[src/rtl/lane_arb_pkg.sv]
// Shared types and width helpers for the lane request arbiter.
// The request struct is sized for the widest supported configuration; narrower lanes are zero-extended into it.
package lane_arb_pkg;

    localparam int ARB_ADDR_W = 64;
    localparam int ARB_SIZE_W = 3;
    localparam int ARB_SRC_W  = 8;

    typedef struct packed {
        logic [ARB_ADDR_W-1:0] address;
        logic [ARB_ADDR_W-1:0] data;
        logic                  is_store;
        logic [ARB_SIZE_W-1:0] size;
        logic [ARB_SRC_W-1:0]  source;
    } arb_req_t;

    function automatic int src_width(input int n);
        return (n <= 1) ? 1 : $clog2(n);
    endfunction

    function automatic int cnt_width(input int m);
        return $clog2(m + 1);
    endfunction

endpackage

[src/rtl/rr_arbiter.sv]
// Round-robin arbiter: one-hot grant searching upward from the pointer, wrapping N-1 -> 0.
// The pointer moves past the winner only when adv_i reports the grant was taken.
module rr_arbiter #(
    parameter int N = 4,
    localparam int PW = (N > 1) ? $clog2(N) : 1
) (
    input  logic          clk,
    input  logic          rst_n,
    input  logic [N-1:0]  req_i,
    input  logic          adv_i,
    output logic [N-1:0]  grant_o,
    output logic [PW-1:0] idx_o,
    output logic          vld_o
);

    logic [PW-1:0] ptr_q, ptr_d;
    logic          found;

    // Priority k is held by the lane sitting k positions after the pointer.
    always_comb begin
        grant_o = '0;
        idx_o   = '0;
        found   = 1'b0;
        for (int k = 0; k < N; k++) begin
            for (int l = 0; l < N; l++) begin
                if (!found && req_i[l] &&
                    ((int'(ptr_q) + k == l) || (int'(ptr_q) + k == l + N))) begin
                    found      = 1'b1;
                    grant_o[l] = 1'b1;
                    idx_o      = PW'(l);
                end
            end
        end
        vld_o = found;
    end

    always_comb begin
        ptr_d = ptr_q;
        if (adv_i && found) begin
            ptr_d = (int'(idx_o) == N - 1) ? '0 : idx_o + PW'(1);
        end
    end

    always_ff @(posedge clk or negedge rst_n) begin
        if (!rst_n) begin
            ptr_q <= '0;
        end else begin
            ptr_q <= ptr_d;
        end
    end

endmodule

[src/rtl/lane_req_arbiter.sv]
// Merges per-lane request channels onto one memory port (1-cycle register, full throughput) and routes responses back by source ID.
// a_ready is withheld while the output register is stalled or a lane hits its outstanding limit; responses pass through combinationally.
module lane_req_arbiter
    import lane_arb_pkg::*;
#(
    parameter int NUM_LANES       = 4,
    parameter int DATA_WIDTH      = 64,
    parameter int LOGSIZE_WIDTH   = 3,
    parameter int MAX_OUTSTANDING = 4,
    parameter int SOURCE_WIDTH    = src_width(NUM_LANES)
) (
    input  logic                               clock,
    input  logic                               reset,
    input  logic [NUM_LANES-1:0]               a_valid,
    output logic [NUM_LANES-1:0]               a_ready,
    input  logic [DATA_WIDTH*NUM_LANES-1:0]    a_address,
    input  logic [NUM_LANES-1:0]               a_is_store,
    input  logic [LOGSIZE_WIDTH*NUM_LANES-1:0] a_size,
    input  logic [DATA_WIDTH*NUM_LANES-1:0]    a_data,
    output logic [NUM_LANES-1:0]               d_valid,
    input  logic [NUM_LANES-1:0]               d_ready,
    output logic [DATA_WIDTH*NUM_LANES-1:0]    d_data,
    output logic [NUM_LANES-1:0]               d_is_store,
    output logic                               mem_a_valid,
    input  logic                               mem_a_ready,
    output logic [DATA_WIDTH-1:0]              mem_a_address,
    output logic [DATA_WIDTH-1:0]              mem_a_data,
    output logic                               mem_a_is_store,
    output logic [LOGSIZE_WIDTH-1:0]           mem_a_size,
    output logic [SOURCE_WIDTH-1:0]            mem_a_source,
    input  logic                               mem_d_valid,
    output logic                               mem_d_ready,
    input  logic [SOURCE_WIDTH-1:0]            mem_d_source,
    input  logic [DATA_WIDTH-1:0]              mem_d_data,
    input  logic                               mem_d_is_store,
    output logic                               idle,
    output logic                               err
);

    localparam int CW = cnt_width(MAX_OUTSTANDING);
    localparam int PW = (NUM_LANES > 1) ? $clog2(NUM_LANES) : 1;

    arb_req_t             req_q, req_d;
    logic                 mem_a_valid_q, mem_a_valid_d;
    logic [CW-1:0]        outst_q [NUM_LANES];
    logic [CW-1:0]        outst_d [NUM_LANES];
    logic                 err_q, err_d;
    logic [NUM_LANES-1:0] eligible, grant, a_fire, d_fire;
    logic [PW-1:0]        win_idx;
    logic                 win_vld, can_load, fire_any, src_ok;

    always_comb begin
        eligible = '0;
        for (int l = 0; l < NUM_LANES; l++) begin
            eligible[l] = a_valid[l] && (outst_q[l] < CW'(MAX_OUTSTANDING));
        end
    end

    // Reset gating keeps a_ready low while the async reset is held.
    assign can_load = reset && (!mem_a_valid_q || mem_a_ready);
    assign a_ready  = grant & {NUM_LANES{can_load}};
    assign a_fire   = a_ready & a_valid;
    assign fire_any = win_vld && can_load;

    rr_arbiter #(.N(NUM_LANES)) u_rr (
        .clk     (clock),
        .rst_n   (reset),
        .req_i   (eligible),
        .adv_i   (fire_any),
        .grant_o (grant),
        .idx_o   (win_idx),
        .vld_o   (win_vld)
    );

    always_comb begin
        req_d         = req_q;
        mem_a_valid_d = mem_a_valid_q;
        if (can_load) begin
            mem_a_valid_d = fire_any;
        end
        if (fire_any) begin
            req_d.source = ARB_SRC_W'(win_idx);
            for (int l = 0; l < NUM_LANES; l++) begin
                if (grant[l]) begin
                    req_d.address  = ARB_ADDR_W'(a_address[DATA_WIDTH*l +: DATA_WIDTH]);
                    req_d.data     = ARB_ADDR_W'(a_data[DATA_WIDTH*l +: DATA_WIDTH]);
                    req_d.is_store = a_is_store[l];
                    req_d.size     = ARB_SIZE_W'(a_size[LOGSIZE_WIDTH*l +: LOGSIZE_WIDTH]);
                end
            end
        end
    end

    assign mem_a_valid    = mem_a_valid_q;
    assign mem_a_address  = DATA_WIDTH'(req_q.address);
    assign mem_a_data     = DATA_WIDTH'(req_q.data);
    assign mem_a_is_store = req_q.is_store;
    assign mem_a_size     = LOGSIZE_WIDTH'(req_q.size);
    assign mem_a_source   = SOURCE_WIDTH'(req_q.source);

    // Out-of-range sources are swallowed so a bad response cannot wedge the memory side.
    always_comb begin
        src_ok      = int'(mem_d_source) < NUM_LANES;
        d_valid     = '0;
        mem_d_ready = reset && !src_ok;
        for (int l = 0; l < NUM_LANES; l++) begin
            if (mem_d_source == SOURCE_WIDTH'(l)) begin
                d_valid[l]  = reset && mem_d_valid;
                mem_d_ready = reset && d_ready[l];
            end
        end
    end

    assign d_fire     = d_valid & d_ready;
    assign d_data     = {NUM_LANES{mem_d_data}};
    assign d_is_store = {NUM_LANES{mem_d_is_store}};

    always_comb begin
        outst_d = outst_q;
        err_d   = err_q;
        if (mem_d_valid && !src_ok) begin
            err_d = 1'b1;
        end
        for (int l = 0; l < NUM_LANES; l++) begin
            if (d_fire[l] && outst_q[l] == '0) begin
                err_d = 1'b1;
            end
            if (a_fire[l] && !d_fire[l]) begin
                outst_d[l] = outst_q[l] + CW'(1);
            end else if (!a_fire[l] && d_fire[l] && outst_q[l] != '0) begin
                outst_d[l] = outst_q[l] - CW'(1);
            end
        end
    end

    always_comb begin
        idle = !mem_a_valid_q;
        for (int l = 0; l < NUM_LANES; l++) begin
            if (outst_q[l] != '0) begin
                idle = 1'b0;
            end
        end
    end

    assign err = err_q;

    always_ff @(posedge clock or negedge reset) begin
        if (!reset) begin
            mem_a_valid_q <= 1'b0;
            req_q         <= '0;
            err_q         <= 1'b0;
            for (int l = 0; l < NUM_LANES; l++) begin
                outst_q[l] <= '0;
            end
        end else begin
            mem_a_valid_q <= mem_a_valid_d;
            req_q         <= req_d;
            err_q         <= err_d;
            outst_q       <= outst_d;
        end
    end

endmodule

[config.mk]
export PLATFORM = sky130hd
export DESIGN_NAME = lane_req_arbiter
export DESIGN_NICKNAME = d
export VERILOG_FILES = /design/src/rtl/lane_arb_pkg.sv /design/src/rtl/rr_arbiter.sv /design/src/rtl/lane_req_arbiter.sv
export SDC_FILE = /design/constraint.sdc
export NUM_CORES = 1
export LEC_CHECK = 0
export BUFFER_PORTS_ARGS = -buffer_cell sky130_fd_sc_hd__buf_2
export CAP_MARGIN = 10
export CORE_AREA = 2 2 393 395
export DETAILED_ROUTE_END_ITERATION = 8
export DIE_AREA = 0 0 395 397
export PLACE_DENSITY = 0.38
export SLEW_MARGIN = 20
export SYNTH_ARGS = -nofsm -noshare
export SYNTH_HDL_FRONTEND = slang
export SYNTH_SLANG_ARGS = --single-unit
[constraint.sdc]
create_clock -name clock -period 2.6 [get_ports clock]
set_input_delay 0.13 -clock clock [delete_from_list [all_inputs] [get_ports clock]]
set_output_delay 0.13 -clock clock [all_outputs]
set_load 0.02 [all_outputs]
# [After elaboration in Yosys (flattened, before gate mapping)]
# Index checks and enable logic that the tools add are counted.
[word_totals] reg_bits=150 inputBits=607
[op_classes] n_addsub=12 n_lt_le_gt_ge=4 n_eq_ne=28 muxes=75 bitwise=3 n_reduce_logical=116
[op_table] op="$mux W132" count=4
[op_table] op="$eq A32 B4 Y1 const B" count=12
[op_table] op="$eq A32 B3 Y1 const B" count=6
[op_table] op="$logic_not A32 Y1" count=4
[op_table] op="$eq A32 B2 Y1 const B" count=3
[op_table] op="$logic_and A1 B1 Y1" count=59
[op_table] op="$mux W1" count=48
[op_table] op="$mux W2" count=15
[op_table] op="$logic_not A1 Y1" count=24
[op_table] op="$mux W3" count=8
[op_table] op="$logic_or A1 B1 Y1" count=13
[op_table] op="$add A3 B1 Y3 const B" count=4
[op_table] op="$and A4 B4 Y4" count=3
[op_table] op="$logic_not A3 Y1" count=4
[op_table] op="$lt A3 B3 Y1 const B" count=4
[op_table] op="$reduce_bool A3 Y1" count=4
[op_table] op="$sub A3 B1 Y3 const B" count=4
[op_table] op="$eq A2 B2 Y1 const B" count=4
[op_table] op="$reduce_bool A2 Y1" count=4
[op_table] op="$reduce_bool A4 Y1" count=2
[op_table] op="$add A2 B2 Y3 const B" count=2
[op_table] op="$eq A2 B1 Y1 const B" count=3
[op_table] op="$add A2 B1 Y3 const B" count=1
[op_table] op="$add A2 B1 Y2 const B" count=1
[op_table] op="2 further kinds" count=2

# [Logic depth before layout (Yosys ltp)]
# Gate-level depths: netlist (run 1).
[depth] depth_word=71 ltp_mapped=11 depth_no_buf=8

# [Cells and area by module]
# Synthesis (run 1) repeated with hierarchy kept, for this count alone.
[hier_totals] cells_unflattened=1290 area_unflattened_um2=12562.0
[modules_own_cells] module="lane_req_arbiter" n_inst=1 cells_per_inst=1258 area_per_inst_um2=12318.1 seq_area_each_um2=3703.6
[modules_own_cells] module="rr_arbiter" n_inst=1 cells_per_inst=32 area_per_inst_um2=244.0 seq_area_each_um2=50.0

# [Worst setup path before layout (run 1)]
# OpenSTA, ideal clock, no wires.
[synth_path] path_type="flip-flop to flip-flop" start="register u_rr.ptr_q[1]" end="register outst_q[7] (netlist bit)" setup_time_ns=0.079 arrival_time_ns=2.718 t_required_ns=2.521 setup_slack_ns=-0.197 stages_incl_launch_ff=12 synth_period_minus_slack_ns=2.797 path_cell_list="dfrtp_1 -> buf_4 -> nand3b_1 -> a21oi_1 -> buf_2 -> buf_2 -> nor4_1 -> inv_1 -> fa_1 -> or4b_2 -> a21oi_1 -> o21bai_1"
[synth_lines] item="from (decl)" line="rr_arbiter.sv:16" rtl="logic [PW-1:0] ptr_q, ptr_d;"
[synth_lines] item="from (signal assigned)" line="rr_arbiter.sv:48" rtl="ptr_q <= ptr_d;"
[synth_lines] item="to (signal assigned)" line="lane_req_arbiter.sv:159" rtl="outst_q <= outst_d;"
[synth_lines] item="to (decl)" line="lane_req_arbiter.sv:45" rtl="logic [CW-1:0] outst_q [NUM_LANES];"

==> flow_summary.yaml, run 1 <==
floorplanning:
  io_pins: 1013
  chipHeight_um: 397
  dieArea_um2: 157000
  fp.dieW_um: 395
  start_util_pct: 8.11
  core_region_area_um2: 153000
  row_count: 144
logic_synthesis:
  async_flop_share_pct: 100
  synth_seq_cells: 150
  synth_flop_cell: "dfrtp_1"
  synth-seq-area-share_pct: 30.3
  synthSimpleGateAreaFrac_pct: 22.3
  synth_top_area_cell: "dfrtp_1"
  synth_area_um2: 12400
  synthTopCellsByArea: "dfrtp_1 (30%), buf_4 (16%), nand2_1 (8.8%)"
  synth_top_family_by_area: "compound AO/OA/AOI/OAI gates"
  synth_fp_nets: 2235
  synthAdderAreaFrac_pct: 0.747
  synth_area_per_cell_um2: 7.64
  yosysWarnings: 0
  synthXorXnorAreaFrac_pct: 0.283
  synth_compound_area_share_pct: 23.8
  synth-edff-count: 0
  yosysTopAreaCellShare_pct: 30.3
  synth.distinct_cells: 61
  synth_mux_area_share_pct: 0.979
  synth_cells: 1623
worst_setup_path:
  startpoint_type: "input pin"
  required_ns: 3.05
  worstSetupPathType: "in2reg"
  rr_startpoint: "u_rr.ptr_q[1]"
  end_kind: "flip-flop"
  arrival_ns: 2.99
  worstPathMaxFanout: 3
  critical_path.startpoint: "reset"
cts:
  path_clk_slew_ns: 0.08
  clock_sinks: 150
  h-tree-depth: 4
  root_buffer: "clkbuf_16"
  clockBufferDepth: 2
  cts_buffers: 17
  clk_latency_ns: 0.53
  cts_tree: "built"
power_and_ir_drop:
  ir_drop_uv: 583
  fin_total_pwr_w: 0.0167
  leakage_nw: 8.65
  power_density_nw_per_um2: 784
run_status:
  status: "finished clean"
timing:
  whs_ns: 0.0530
  final-setup-viol-count: 0
  worstMarginPinSlew_ns: 0.968
  slew_headroom_pct: 35.5
  fin_skew_ns: 0.0242
  timing.final.ws_setup_ns: 0.0525
  finalMaxSlewViolations: 0
  hold_violations: 0
  fin_crit_sh_pct: 98.0
  max_freq_mhz: 393
  final.min_clock_period_ns: 2.55
cells_and_area:
  layout.nets: 3005
  final_common_cell: "buf_2"
  instances_no_fill: 4458
  final_cell_mix: "buf_2 (685), dlygate4sd3_1 (382), nand2_1 (289)"
  area_delta_synth_final_pct: 72.0
  final_layout_size_suffix_gt1_share_pct: 35.3
placement:
  pre_cts_slack_ns: -0.0679
  dpl.hpwl_um: 70200
  gp_congestion: 0.866
  portBuffers: 687
  dp.cells: 4033
drt:
  antenna_left: 0
  drtIter0Drc: 845
  first_pass_iters: 5
  drc: 0
  vias_per_cell: 3.50
  num_vias: 15620
  wl_um: 91100
  dr_wl_met2_um: 43100
  highest_layer: "met5"
  wl_met3_um: 8980
  wl_met1_um: 35400
  routedWlPerCell_um: 20.4
global_routing:
  antenna_found_initial: 22
  grt_max_degree: 72
  grt_use_total_pct: 11.2
  overflow: 0
  grt_pass1_vias: 15865
  grt_pass1_wl_um: 123000
flow_run:
  maxCapViolCount: 0
hold_path:
  min_from: "a_address[214]"
  min_path_type: "in2reg"
==> Yosys cell counts (all sizes together), types with 2 or more instances <==
master and instances:
o211ai 134, nor2 10, a31oi 3, nand2 290, o21ai 140, nand2b 6
o221ai 2, and4b 2, xnor2 3, and2b 3, nor4 2, a21oi 6
nor3b 2, nand3 136, fa 4, dfrtp 150, clkbuf 81, or2b 2
and2 5, o31ai 3, or3 4, or4 2, inv 2, nor3 137
buf 331, a211oi 133, mux2 4, mux2i 5
==> stage by stage <==
| stage | utilization (%) | instance area (µm²) | setup TNS (ns) |
|---|---|---|---|
| finish | 13.9 | 21300 | 0 |
| global route | 13.9 | 21300 | -0.00486 |
| CTS | 13.9 | 21300 | 0 |
| detailed placement | 11.0 | 16800 | -0.136 |
| global placement | 11.0 | 16800 | -0.142 |
| floorplan | - | 12400 | -0.241 |
==> layout make-up <==
| class | count | area (µm²) |
|---|---|---|
| clock buffer | 21 | 440 |
| clock inverter | 11 | 198 |
| inverter | 2 | 7.51 |
| timing repair buffer | 1163 | 8240 |
| sequential | 150 | 3750 |
| multi-input combinational | 1059 | 6110 |
| tap | 2044 | 2560 |
| antenna | 8 | 20.0 |
| fill | 17586 | 132000 |
==> what timing repair did <==
action,CTS,global route
setup buffers,0,3
hold buffers,382,0
resized for setup,8,6
hold endpoints to repair,173,0
setup endpoints to repair,19,40
gates cloned,0,0
pin swaps,0,2
==> critical path, stage by stage <==
cell           delay (ns)
dlygate4sd3_1        0.55
clkbuf_8             0.15
and4b_1              0.22
and2_1               0.21
nor4_4               0.24
inv_1                0.10
fa_1                 0.51
or4b_2               0.60
a21oi_1              0.17
o21bai_1             0.12
==> sequential cells by signal (all words and copies together) (netlist names) <==
signal	cells
outst_q	12
mem_a_data	64
u_rr.ptr_q	2
mem_a_source	2
mem_a_valid	1
mem_a_size	3
err	1
mem_a_address	64
mem_a_is_store	1
==> cells by family (layout without fill, tap and decap cells) <==
family | after synthesis | count (layout)
AO/OA/AOI/OAI | 433 | 433
XOR/XNOR | 4 | 4
adder cells (fa/ha/maj) | 5 | 5
buffers and inverters | 414 | 1197
flip-flops | 150 | 150
multiplexers | 10 | 10
other | 0 | 8
AND/OR/NAND/NOR | 607 | 607
==> final timing paths <==
check	to	slack (ns)	depth (start not counted)
max	outst_q[7]	0.05	10
min	mem_a_address[22]	0.05	3
max reg2reg	outst_q[7]	0.08	8
min reg2reg	err	0.48	2
max in group asynchronous	mem_a_data[56]	0.66	5
min in group asynchronous	mem_a_data[12]	0.15	3
==> report_power, final <==
part	switching (W)	internal, W
Sequential	0.000675	0.00345
Combinational	0.00631	0.00325
Clock	0.00133	0.00171
==> per-layer routing <==
| metal | vias to the layer above | global-route usage (%) |
|---|---|---|
| met5 | - | 0.303 |
| met4 | 18 | 5.26 |
| met3 | 147 | 4.34 |
| met2 | 952 | 18.3 |
| met1 | 7406 | 12.7 |
| li1 | 7097 | - |
No activity file was read; power rests on OpenSTA's default activity.
==> run 2, diff against run 1 <==
--- a/config.mk
+++ b/config.mk
@@ -7,11 +7,13 @@
 export LEC_CHECK = 0
 export BUFFER_PORTS_ARGS = -buffer_cell sky130_fd_sc_hd__buf_2
 export CAP_MARGIN = 10
-export CORE_AREA = 2 2 393 395
+export CORE_AREA = 2 2 396 398
 export DETAILED_ROUTE_END_ITERATION = 8
-export DIE_AREA = 0 0 395 397
-export PLACE_DENSITY = 0.38
+export DIE_AREA = 0 0 398 400
+export PLACE_DENSITY = 0.37
+export RECOVER_POWER = 100
 export SLEW_MARGIN = 20
 export SYNTH_ARGS = -nofsm -noshare
 export SYNTH_HDL_FRONTEND = slang
+export SYNTH_HIERARCHICAL = 1
 export SYNTH_SLANG_ARGS = --single-unit
==> flow_summary.yaml, run 2 <==
global_routing:
  antenna_found_initial: 8
  overflow: 0
  grt_pass1_wl_um: 90300
  grt_use_total_pct: 8.24
  grt_pass1_vias: 12055
  grt_max_degree: 54
placement:
  portBuffers: 687
  pre_cts_slack_ns: -0.167
  gp_congestion: 0.824
  dp.cells: 3784
  dpl.hpwl_um: 56800
worst_setup_path:
  worstSetupPathType: "reg2reg"
  worstPathMaxFanout: 8
  cp_slowest_cell: "dfrtp_1"
  slowest_delay_ns: 0.41
  rrSetupSlack_ns: 0.04
  reg2reg_depth: 10
  crit_buf_inv: 4
  startpoint_type: "flip-flop"
  end_kind: "flip-flop"
  crit_chain: "nor2b_4, a21o_2, a21oi_2, o21ai_4, inv_8, o41ai_4, buf_4, buf_12, clkbuf_16, mux2_4"
  rr_startpoint: "outst_q[2]"
  required_ns: 2.98
  crit_family: "compound AO/OA/AOI/OAI gates"
  r2r-end: "mem_a_data[41]"
  arrival_ns: 2.95
cts:
  clock_sinks: 150
  cts_tree: "built"
  clk_latency_ns: 0.51
  root_buffer: "clkbuf_16"
  path_clk_slew_ns: 0.08
  cts_buffers: 17
  clockBufferDepth: 2
  h-tree-depth: 4
timing:
  max_freq_mhz: 390
  tns_ns: 0
  worstMarginPinSlew_ns: 1.30
  rsz0062_at_grt: "true"
  hold_violations: 0
  fin_skew_ns: 0.0206
  final.min_clock_period_ns: 2.56
  fin_crit_sh_pct: 98.6
  finalMaxSlewViolations: 0
  slew_headroom_pct: 13.5
  timing.final.ws_setup_ns: 0.0355
  final-setup-viol-count: 0
logic_synthesis:
  synth_flop_cell: "dfrtp_1"
  yosysTopAreaCellShare_pct: 29.9
  synth-seq-area-share_pct: 29.9
  synthTopCellsByCount: "buf_4 (269), mux2_2 (193), dfrtp_1 (150)"
  synth_area_per_cell_um2: 9.74
  synth.distinct_cells: 46
  synth_fp_nets: 1901
  synth_top_area_cell: "dfrtp_1"
  yosysWarnings: 6
  synth_most_common_cell: "buf_4"
  synth_seq_cells: 150
  synth_cells: 1290
  synthTopCellsByArea: "dfrtp_1 (30%), mux2_2 (17%), buf_4 (16%)"
  synth-edff-count: 0
  synth_area_um2: 12600
  async_flop_share_pct: 100
drt:
  first_pass_iters: 4
  vias_per_cell: 2.93
  num_vias: 11814
  drc: 0
  wl_um: 73200
  routedWlPerCell_um: 18.2
  wl_met1_um: 26200
  antenna_left: 0
  highest_layer: "met5"
  dr_wl_met2_um: 36600
  drtIter0Drc: 387
  wl_met3_um: 7450
flow_run:
  maxCapViolCount: 0
floorplanning:
  start_util_pct: 8.10
  core_region_area_um2: 155000
  row_count: 145
  fp.dieW_um: 398
  chipHeight_um: 400
  dieArea_um2: 159000
  io_pins: 1013
hold_path:
  min_path_type: "in2reg"
  hold_depth: 3
  worstHoldEndpoint: "mem_a_data[13]"
  min_from: "a_data[205]"
cells_and_area:
  final_cell_mix: "buf_2 (544), dlygate4sd3_1 (171), mux2_2 (151)"
  area_delta_synth_final_pct: 63.0
  instances_no_fill: 4026
  regArea_um2: 3760
  multiInputGateArea_um2: 6910
  num-fill-cells: 17821
  final_core_util_pct: 13.2
  final_common_cell: "buf_2"
  layout.nets: 2562
  final_layout_size_suffix_gt1_share_pct: 49.5
run_status:
  status: "finished clean"
power_and_ir_drop:
  ir_drop_uv: 518
  leakage_nw: 8.58
  power_density_nw_per_um2: 976
run 2: cell types whose count changed in the layout (fill, tap and decap cells not counted), moves of 14 or more:
| cell | delta |
|---|---|
| mux2i_1 | +126 |
| nor3_1 | -130 |
| nand3_1 | -135 |
| o211ai_1 | -134 |
| buf_2 | -141 |
| mux2_2 | +148 |
| a211oi_1 | -131 |
| mux2_4 | +77 |
| inv_1 | +14 |
| nand2_1 | -150 |
| mux2_1 | +37 |
| clkbuf_1 | +138 |
| dlygate4sd3_1 | -211 |
run 2: kinds of logic (layout without fill, tap and decap cells):
family,after synthesis,in the layout,share of synthesized area (%)
muxes,403,403,34.9
buffers and inverters,354,1028,18.9
and+or+nand+nor,197,197,7.31
AOI/OAI and AO/OA,178,178,8.09
DFF,150,150,29.9
adders and majority gates,4,4,0.637
xor gates and xnor gates,4,4,0.279
other,0,4,0
run 2: metrics by stage:
step                total power [W]  area [µm²]  hold slack (ns)
finish                       0.0200       20500           0.0836
global route                 0.0215       20500           0.0256
CTS                          0.0191       19700        0.0000427
detailed placement           0.0155       17200         -0.00895
global placement             0.0155       17200         -0.00827
floorplan                    0.0114       12600           -0.166
run 2: layout make-up:
class	instances	share of cell area (%)
clock buffers	20	2.23
multi-input cells	786	33.7
repair buffers	978	31.9
inverters	18	0.367
diodes	4	0.0489
clock inverters	12	0.806
flip-flops and latches	150	18.3
well taps	2058	12.6
run 2: where the power goes:
| group | total (W) | leakage (nW) | internal, W | switching, W |
|---|---|---|---|---|
| sequential | 0.00431 | 1.78 | 0.00356 | 0.000753 |
| combinational | 0.0128 | 6.51 | 0.00607 | 0.00674 |
| clock | 0.00286 | 0.294 | 0.00157 | 0.00128 |
| total | 0.0200 | 8.58 | 0.0112 | 0.00878 |
run 2: worst max path at each step:
stage          startpoint           endpoint  slack (ns)  cells after the start
3_3_place_gp   outst_q[5]   mem_a_address[2]       -0.17                     10
4_1_cts        outst_q[2]     mem_a_data[55]       -0.04                      9
2_1_floorplan  outst_q[2]         outst_q[5]       -0.20                     13
3_5_place_dp   outst_q[5]   mem_a_address[2]       -0.17                     10
6_report       outst_q[2]     mem_a_data[41]        0.04                     10
5_1_grt        outst_q[5]  mem_a_address[17]       -0.08                     10
run 2: timing repair:
item	in CTS	in global routing
setup buffers	1	13
gates cloned	2	19
setup endpoints to repair	71	131
hold endpoints to repair	186	0
gates resized for setup	12	141
hold buffers	171	0
pin swaps	2	14
run 2: metal layers:
| layer | track usage [%] | vias to the layer above |
|---|---|---|
| met4 | 4.07 | 4 |
| met2 | 14.5 | 628 |
| li1 | - | 5591 |
| met5 | 0 | - |
| met3 | 3.83 | 141 |
| met1 | 8.11 | 5450 |
run 2: worst reg2reg max path, cell delays in order (launching register included):
cell and delay, ns:
dfrtp_1 0.41, nor2b_4 0.23, a21o_2 0.17, a21oi_2 0.06
o21ai_4 0.20, inv_8 0.07, o41ai_4 0.38, buf_4 0.21
buf_12 0.20, clkbuf_16 0.21, mux2_4 0.30
